[src/rtl/weight_update_seq.sv]
// Time-shared mu*e*x weight-update sequencer.
// Walks all taps once per start with a one-cycle retiming stage.
module weight_update_seq #(
  parameter int WIDTH = 16,
  parameter int QP    = 12,
  parameter int NTAPS = 4,
  parameter int AW    = 2
) (
  input  logic             clk,
  input  logic             reset,
  input  logic             start,
  input  logic [WIDTH-1:0] mu_error,
  output logic             busy,
  output logic             done,
  output logic [AW-1:0]    x_rd_addr,
  input  logic [WIDTH-1:0] x_rd_data,
  output logic [AW-1:0]    w_rd_addr,
  input  logic [WIDTH-1:0] w_rd_data,
  output logic             w_wr_en,
  output logic [AW-1:0]    w_wr_addr,
  output logic [WIDTH-1:0] w_wr_data
);

  typedef enum logic [1:0] {
    IDLE,
    RUN,
    DRAIN
  } state_t;

  localparam logic [AW-1:0] LAST = AW'(NTAPS - 1);
  localparam logic [2*WIDTH-1:0] HALF =
    {{(2*WIDTH-1){1'b0}}, 1'b1} << (QP - 1);

  state_t state_q, state_d;

  logic [AW-1:0]    k_q;
  logic [WIDTH-1:0] mu_q;
  logic [WIDTH-1:0] term_q;
  logic [WIDTH-1:0] w_q;
  logic [AW-1:0]    kd_q;
  logic             wr_q;

  logic                    last;
  logic signed [2*WIDTH-1:0] x_ext;
  logic signed [2*WIDTH-1:0] mu_ext;
  logic signed [2*WIDTH-1:0] prod;
  logic [2*WIDTH-1:0]      prod_rnd;
  logic [WIDTH-1:0]        term;

  assign last = (k_q == LAST);

  // Rounded fixed-point product for the tap being read.
  assign x_ext    = {{WIDTH{x_rd_data[WIDTH-1]}}, x_rd_data};
  assign mu_ext   = {{WIDTH{mu_q[WIDTH-1]}}, mu_q};
  assign prod     = x_ext * mu_ext;
  assign prod_rnd = $unsigned(prod) + HALF;
  assign term     = WIDTH'(prod_rnd >> QP);

  // State register.
  always_ff @(posedge clk) begin
    if (reset) state_q <= IDLE;
    else       state_q <= state_d;
  end

  // Next-state logic: one RUN cycle per tap, then a drain write.
  always_comb begin
    state_d = state_q;
    unique case (state_q)
      IDLE:    if (start) state_d = RUN;
      RUN:     if (last)  state_d = DRAIN;
      DRAIN:   state_d = IDLE;
      default: state_d = IDLE;
    endcase
  end

  // Tap index, latched step term and retiming stage.
  always_ff @(posedge clk) begin
    if (reset) begin
      k_q    <= '0;
      mu_q   <= '0;
      term_q <= '0;
      w_q    <= '0;
      kd_q   <= '0;
      wr_q   <= 1'b0;
    end else begin
      wr_q <= (state_q == RUN);
      if (state_q == IDLE && start) begin
        mu_q <= mu_error;
        k_q  <= '0;
      end
      if (state_q == RUN) begin
        term_q <= term;
        w_q    <= w_rd_data;
        kd_q   <= k_q;
        if (!last) k_q <= k_q + AW'(1);
      end
    end
  end

  assign busy      = (state_q != IDLE);
  assign done      = (state_q == DRAIN);
  assign x_rd_addr = k_q;
  assign w_rd_addr = k_q;
  assign w_wr_en   = wr_q;
  assign w_wr_addr = kd_q;
  assign w_wr_data = w_q + term_q;

endmodule

[config.mk]
export PLATFORM = sky130hd
export DESIGN_NAME = weight_update_seq
export DESIGN_NICKNAME = d
export VERILOG_FILES = /design/src/rtl/weight_update_seq.sv
export SDC_FILE = /design/constraint.sdc
export NUM_CORES = 1
export LEC_CHECK = 0
export BUFFER_PORTS_ARGS = -buffer_cell sky130_fd_sc_hd__clkbuf_2
export CORE_MARGIN = 2
export CORE_UTILIZATION = 60
export CTS_CLUSTER_DIAMETER = 100
export DETAILED_ROUTE_END_ITERATION = 6
export PLACE_DENSITY = 0.77
export SYNTH_ARGS = -nofsm -noshare
export SYNTH_HDL_FRONTEND = slang
export SYNTH_SLANG_ARGS = --single-unit
[constraint.sdc]
create_clock -name clk -period 11.55 [get_ports clk]
set_clock_uncertainty 0.15 [all_clocks]
set_input_delay 3.465 -clock clk [delete_from_list [all_inputs] [get_ports clk]]
set_output_delay 3.465 -clock clk [all_outputs]
set_load 0.005 [all_outputs]
# ---- After elaboration in Yosys (flattened, before gate mapping)
# Cells that the tools add are included.
dict set report op_classes {
  shift 0
  n_lt_le_gt_ge 0
  n_mul 1
  n_reduce_logical 4
  n_addsub 3
  mux 6
  div_mod_pow 0
  eq_ne 5
  bitwise_logic 0
}
# operator n
set op_table {}
lappend op_table {{28-bit by 12-bit adder with 28-bit output (second input constant)} 1}
lappend op_table {{16-bit by 16-bit multiplier with 28-bit output} 1}
lappend op_table {{16-bit adder} 1}
lappend op_table {{2-bit two-way mux} 5}
lappend op_table {{2-bit equality test (second input constant)} 2}
lappend op_table {{2-bit != test (second input constant)} 2}
lappend op_table {{2-bit one-hot mux with 2 select lines} 1}
lappend op_table {{2-bit by 1-bit adder with 2-bit output (second input constant)} 1}
lappend op_table {{2-bit by 1-bit equality test with 1-bit output (second input constant)} 1}
lappend op_table {{2-bit zero test} 1}
lappend op_table {{2-bit AND reduction} 1}
lappend op_table {{2-bit nonzero test} 1}
lappend op_table {{1-bit logical AND} 1}
dict set report totals {
  reg_bits 55
  n_memories 0
  word_cells 26
  rom_bits 0
  mem_bits_rw 0
  output_inout_bits 25
  latch_bits 0
}

# ---- Depth between registers and ports, before layout
dict set report depth {
  word_depth 5
  mapped_depth 23
  depth_no_buf 22
}

# ---- Least setup slack after synthesis
# OpenSTA, ideal clock, no wires.
dict set report synth_timing {
  path_type {input to register}
  start {input port x_rd_data[9]}
  end {register term_q[15]}
  arrival_time_ns 8.746
  required_ns 11.278
  setup_ns 0.122
  slack_ns 2.533
  cell_stages 19
  path_cell_list {clkbuf_1 -> nand2_1 -> fa_1 -> fa_1 -> inv_1 -> fa_1 -> inv_1 -> fa_1 -> inv_1 -> fa_1 -> fa_1 -> ha_1 -> o21a_1 -> o21ai_0 -> o31a_1 -> a2111o_1 -> a21oi_2 -> nor4_1 -> o311a_1}
}
dict set report synth_between {
  elab_chain_len 2
}
# element line
set synth_rtl {}
lappend synth_rtl {{start: declaration} 16} ;# input logic [WIDTH-1:0] x_rd_data,
lappend synth_rtl {{16-bit by 16-bit multiplier with 28-bit output} 55} ;# assign prod = x_ext * mu_ext;
lappend synth_rtl {{28-bit by 12-bit adder with 28-bit output} 56} ;# assign prod_rnd = $unsigned(prod) + HALF;
lappend synth_rtl {{end signal: assignment} 92} ;# term_q <= term;
lappend synth_rtl {{end: declaration} 38} ;# logic [WIDTH-1:0] term_q;
# Every way passes these cells.
# A chain may end at the register's enable or synchronous reset.

# ---- Worst setup path after layout
dict set report layout_timing {
  start {input port x_rd_data[5]}
  end {register term_q[15]}
}
# Same word-level chain as after synthesis.

==> flow_metrics.env <==
export IMPL_status="complete, no violations"
export IMPL_ys_types=45
export IMPL_setup_viol=0
export IMPL_crit_required_ns=11.59
export IMPL_worstSkewPairLatency_ns=0.30
export IMPL_cts_tree="built"
export IMPL_ys_top_cells_by_area="fa_1, dfxtp_1, ha_1"
export IMPL_cts_sinks=55
export IMPL_crit_start="x_rd_data[5]"
export IMPL_dpl_hpwl_um=20550
export IMPL_cts_max_level=2
export IMPL_rr_endpoint="term_q[15]$_SDFFE_PP0P_"
export IMPL_crit_end="term_q[15]$_SDFFE_PP0P_"
export IMPL_vias_per_cell=5.474
export IMPL_netlist_area_um2=11060
export IMPL_placed_area_um2=11530
export IMPL_hold_buffers=0
export IMPL_criticalPathCategory="in2reg"
export IMPL_synth_largest_area_cell="fa_1"
export IMPL_relSlewSlack=0.3215
export IMPL_fill_cells=1519
export IMPL_path_common_cell="fa_1"
export IMPL_yosys_most_used_dff="dfxtp_1"
export IMPL_grt_max_degree=49
export IMPL_die_y_um=139.8
export IMPL_synth_area_per_cell_um2=8.666
export IMPL_final_antenna_net_count=0
export IMPL_worst_path_max_fanout=16
export IMPL_synthCells=1276
export IMPL_synth_top_area_frac=0.4164
export IMPL_drt_total_wl_um=25260
export IMPL_max_cap_violations=0
export IMPL_pin_count=76
export IMPL_final_period_utilization=0.8028
export IMPL_antenna_found_initial=0
export IMPL_path_clk_slew_ns=0.07
export IMPL_place_congestion=0.8531
export IMPL_critPathBufInv=5
export IMPL_async_flop_share=0
export IMPL_rsz0062_at_grt="no"
export IMPL_final_area_um2=11670
export IMPL_critPathLaunchType="input pin"
export IMPL_crit_family="adder cells"
export IMPL_multiInputGateArea_um2=8717
export IMPL_max_stage_delay_ns=0.54
export IMPL_drive_above_1_share=0.06570
export IMPL_cts_buffers=5
export IMPL_route_top_layer_used="met4"
export IMPL_finalCriticalPeriod_ns=9.273
export IMPL_final_hold_viol_count=0
export IMPL_cts_root_buffer_cell="clkbuf_16"
export IMPL_synth_warnings=0
export IMPL_die_area_um2=19530
export IMPL_synth_edf_count=0
export IMPL_start_util=0.6135
export IMPL_syn_to_final_growth_pct=5.555
export IMPL_arrival_ns=9.31
export IMPL_clockBufferDepth=2
export IMPL_post_drt_wl_per_cell_um=16.42
export IMPL_cp_cell_sequence="clkbuf_2 > and2_1 > fa_1 > inv_1 > fa_1 > inv_1 > fa_1 > inv_1 > fa_1 > inv_1 > fa_1 > fa_1 > ha_1 > o21a_1 > o21ai_0 > o31a_1 > a2111o_1 > a21oi_2 > o31a_1 > o311a_1"
export IMPL_peakVddDrop_v=0.0001437
export IMPL_routed_wl_met2_um=12930
export IMPL_via_count=8419
export IMPL_r2r_setup_slack_ns=4.86
export IMPL_ctsResizeCount=0
export IMPL_overflow=0
export IMPL_layout_nets=1677
export IMPL_register_area_um2=1101
export IMPL_hold_path_class="reg2reg"
export IMPL_grt_usage=0.2805
export IMPL_drt_pass1_iter_count=6
export IMPL_yosysSeqAreaShare=0.09957
export IMPL_num_rows=49
export IMPL_post_cts_buffers=0
export IMPL_maxSlewViolCount=0
export IMPL_cp_num_cells=20
export IMPL_synth_seq_cells=55
export IMPL_portBuffers=75
export IMPL_worst_pin_slew_ns=1.018
export IMPL_fin_tns_setup_ns=0
export IMPL_synth_nets=1645
export IMPL_wl_met1_um=10290
export IMPL_reg2reg_depth=18
export IMPL_r2r_start="mu_q[2]$_SDFFE_PP0P_"
export IMPL_power_density_nw_per_um2=119.2
export IMPL_route_detailed_drc=0
export IMPL_dr_wl_met3_um=1070
export IMPL_die_w_um=139.8
export IMPL_grt_pass1_wl_um=43530
export IMPL_clock_fmax_mhz=107.8
export IMPL_drtIter0Drc=529
export IMPL_final_core_util=0.6476
export IMPL_p_leak_nw=5.715
export IMPL_crit_path_top_delay_cell="fa_1"
export IMPL_grt_pass1_vias=9099
export IMPL_diodes=0
export IMPL_coreArea_um2=18020
export IMPL_worstSetupEndpointType="register"
## report_power, final
part | switching [mW] | internal, mW | leakage [nW]
combinational | 0.555 | 0.428 | 5.20
clock | 0.0698 | 0.0805 | 0.0679
sequential | 0.0376 | 0.220 | 0.451
total | 0.662 | 0.729 | 5.71
## registers in the layout, summed over array words and instances, names as in the netlist
signal / flops
mu_q: 16
state_q: 2
term_q: 16
w_q: 16
w_rd_addr: 2
w_wr_addr: 2
w_wr_en: 1
## how the worst min path moves through the flow
stage,from,endpoint,slack (ns),depth (start not counted)
final,w_wr_addr[1]$_SDFFE_PP0P_,w_wr_addr[1]$_SDFFE_PP0P_,0.31,2
after global routing,term_q[12]$_SDFFE_PP0P_,term_q[12]$_SDFFE_PP0P_,0.33,2
after CTS,w_wr_addr[1]$_SDFFE_PP0P_,w_wr_addr[1]$_SDFFE_PP0P_,0.31,2
after detailed placement,w_wr_addr[1]$_SDFFE_PP0P_,w_wr_addr[1]$_SDFFE_PP0P_,0.30,2
after global placement,w_wr_addr[0]$_SDFFE_PP0P_,w_wr_addr[0]$_SDFFE_PP0P_,0.29,2
after floorplan,term_q[4]$_SDFFE_PP0P_,term_q[4]$_SDFFE_PP0P_,0.28,2
## layout by cell type, fill, tap and decap left out, drive strengths merged, types with 3 or more instances in the layout
cell type,Yosys,layout
o21a,4,4
nor3,12,12
dfxtp,55,55
nor2,32,32
nand2b,7,7
clkbuf,49,82
o21ai,17,17
inv,277,277
o31ai,3,3
a21oi,62,62
nand2,217,217
ha,88,88
xor2,3,3
fa,230,230
nand4,3,3
nor2b,6,6
and2,117,117
o211ai,4,4
xnor2,39,39
and3,3,3
nand3,15,15
o21bai,4,4
## stage by stage
step / setup slack, ns / hold slack, ns / std cells / power, mW
floorplan: 2.533 / 0.2815 / 1276 / 0.9895
global placement: 2.177 / 0.2937 / 1530 / 1.218
detailed placement: 1.981 / 0.2963 / 1530 / 1.249
CTS: 2.299 / 0.3058 / 1538 / 1.404
global route: 2.082 / 0.3315 / 1538 / 1.557
finish: 2.277 / 0.3058 / 1538 / 1.391
## synthesized netlist by cell type, types with 2 or more instances
cell type / n
nor3_1: 12
and2_1: 117
a21oi_1: 61
nor4_1: 2
a2111o_1: 2
and3_1: 3
o31ai_1: 3
nand4_1: 3
buf_4: 2
or3_1: 2
nand2_1: 217
inv_1: 276
nand3_1: 15
o311ai_0: 2
nand2b_1: 7
fa_1: 230
o21a_1: 4
nor2b_1: 6
nor2_1: 32
o21ai_0: 16
ha_1: 88
o31a_1: 2
a211oi_1: 2
a21o_1: 2
xnor2_1: 39
o211ai_1: 4
dfxtp_1: 55
clkbuf_1: 49
o21bai_1: 4
a31oi_1: 2
xor2_1: 3
## worst min-delay path, stage by stage (launching register included)
cell and delay, ns:
dfxtp_1 0.31, nand2_1 0.05, a21oi_1 0.05
## layer usage
metal	track usage	up-vias
met5	0	-
met4	0.1021	0
met1	0.3571	4254
met3	0.02822	67
met2	0.4988	234
li1	-	3864
## cells by family (layout without fill, tap and decap cells)
family	Yosys count	count (layout)	synth area share
buffers and inverters	329	362	0.1124
AOI/OAI and AO/OA	113	113	0.06076
DFF	55	55	0.09957
adders and majority gates	318	318	0.5160
and+or+nand+nor	419	419	0.1781
xor gates and xnor gates	42	42	0.03327
## area by class of cell
| type | count | share of cell area |
|---|---|---|
| sequential | 55 | 0.09433 |
| timing repair buffer | 77 | 0.03344 |
| inverter | 277 | 0.08908 |
| clock buffer | 7 | 0.01136 |
| clock inverter | 1 | 0.0004288 |
| tap | 229 | 0.02455 |
| multi-input combinational | 892 | 0.7468 |
Note: power is estimated with default switching activity, not from simulation.
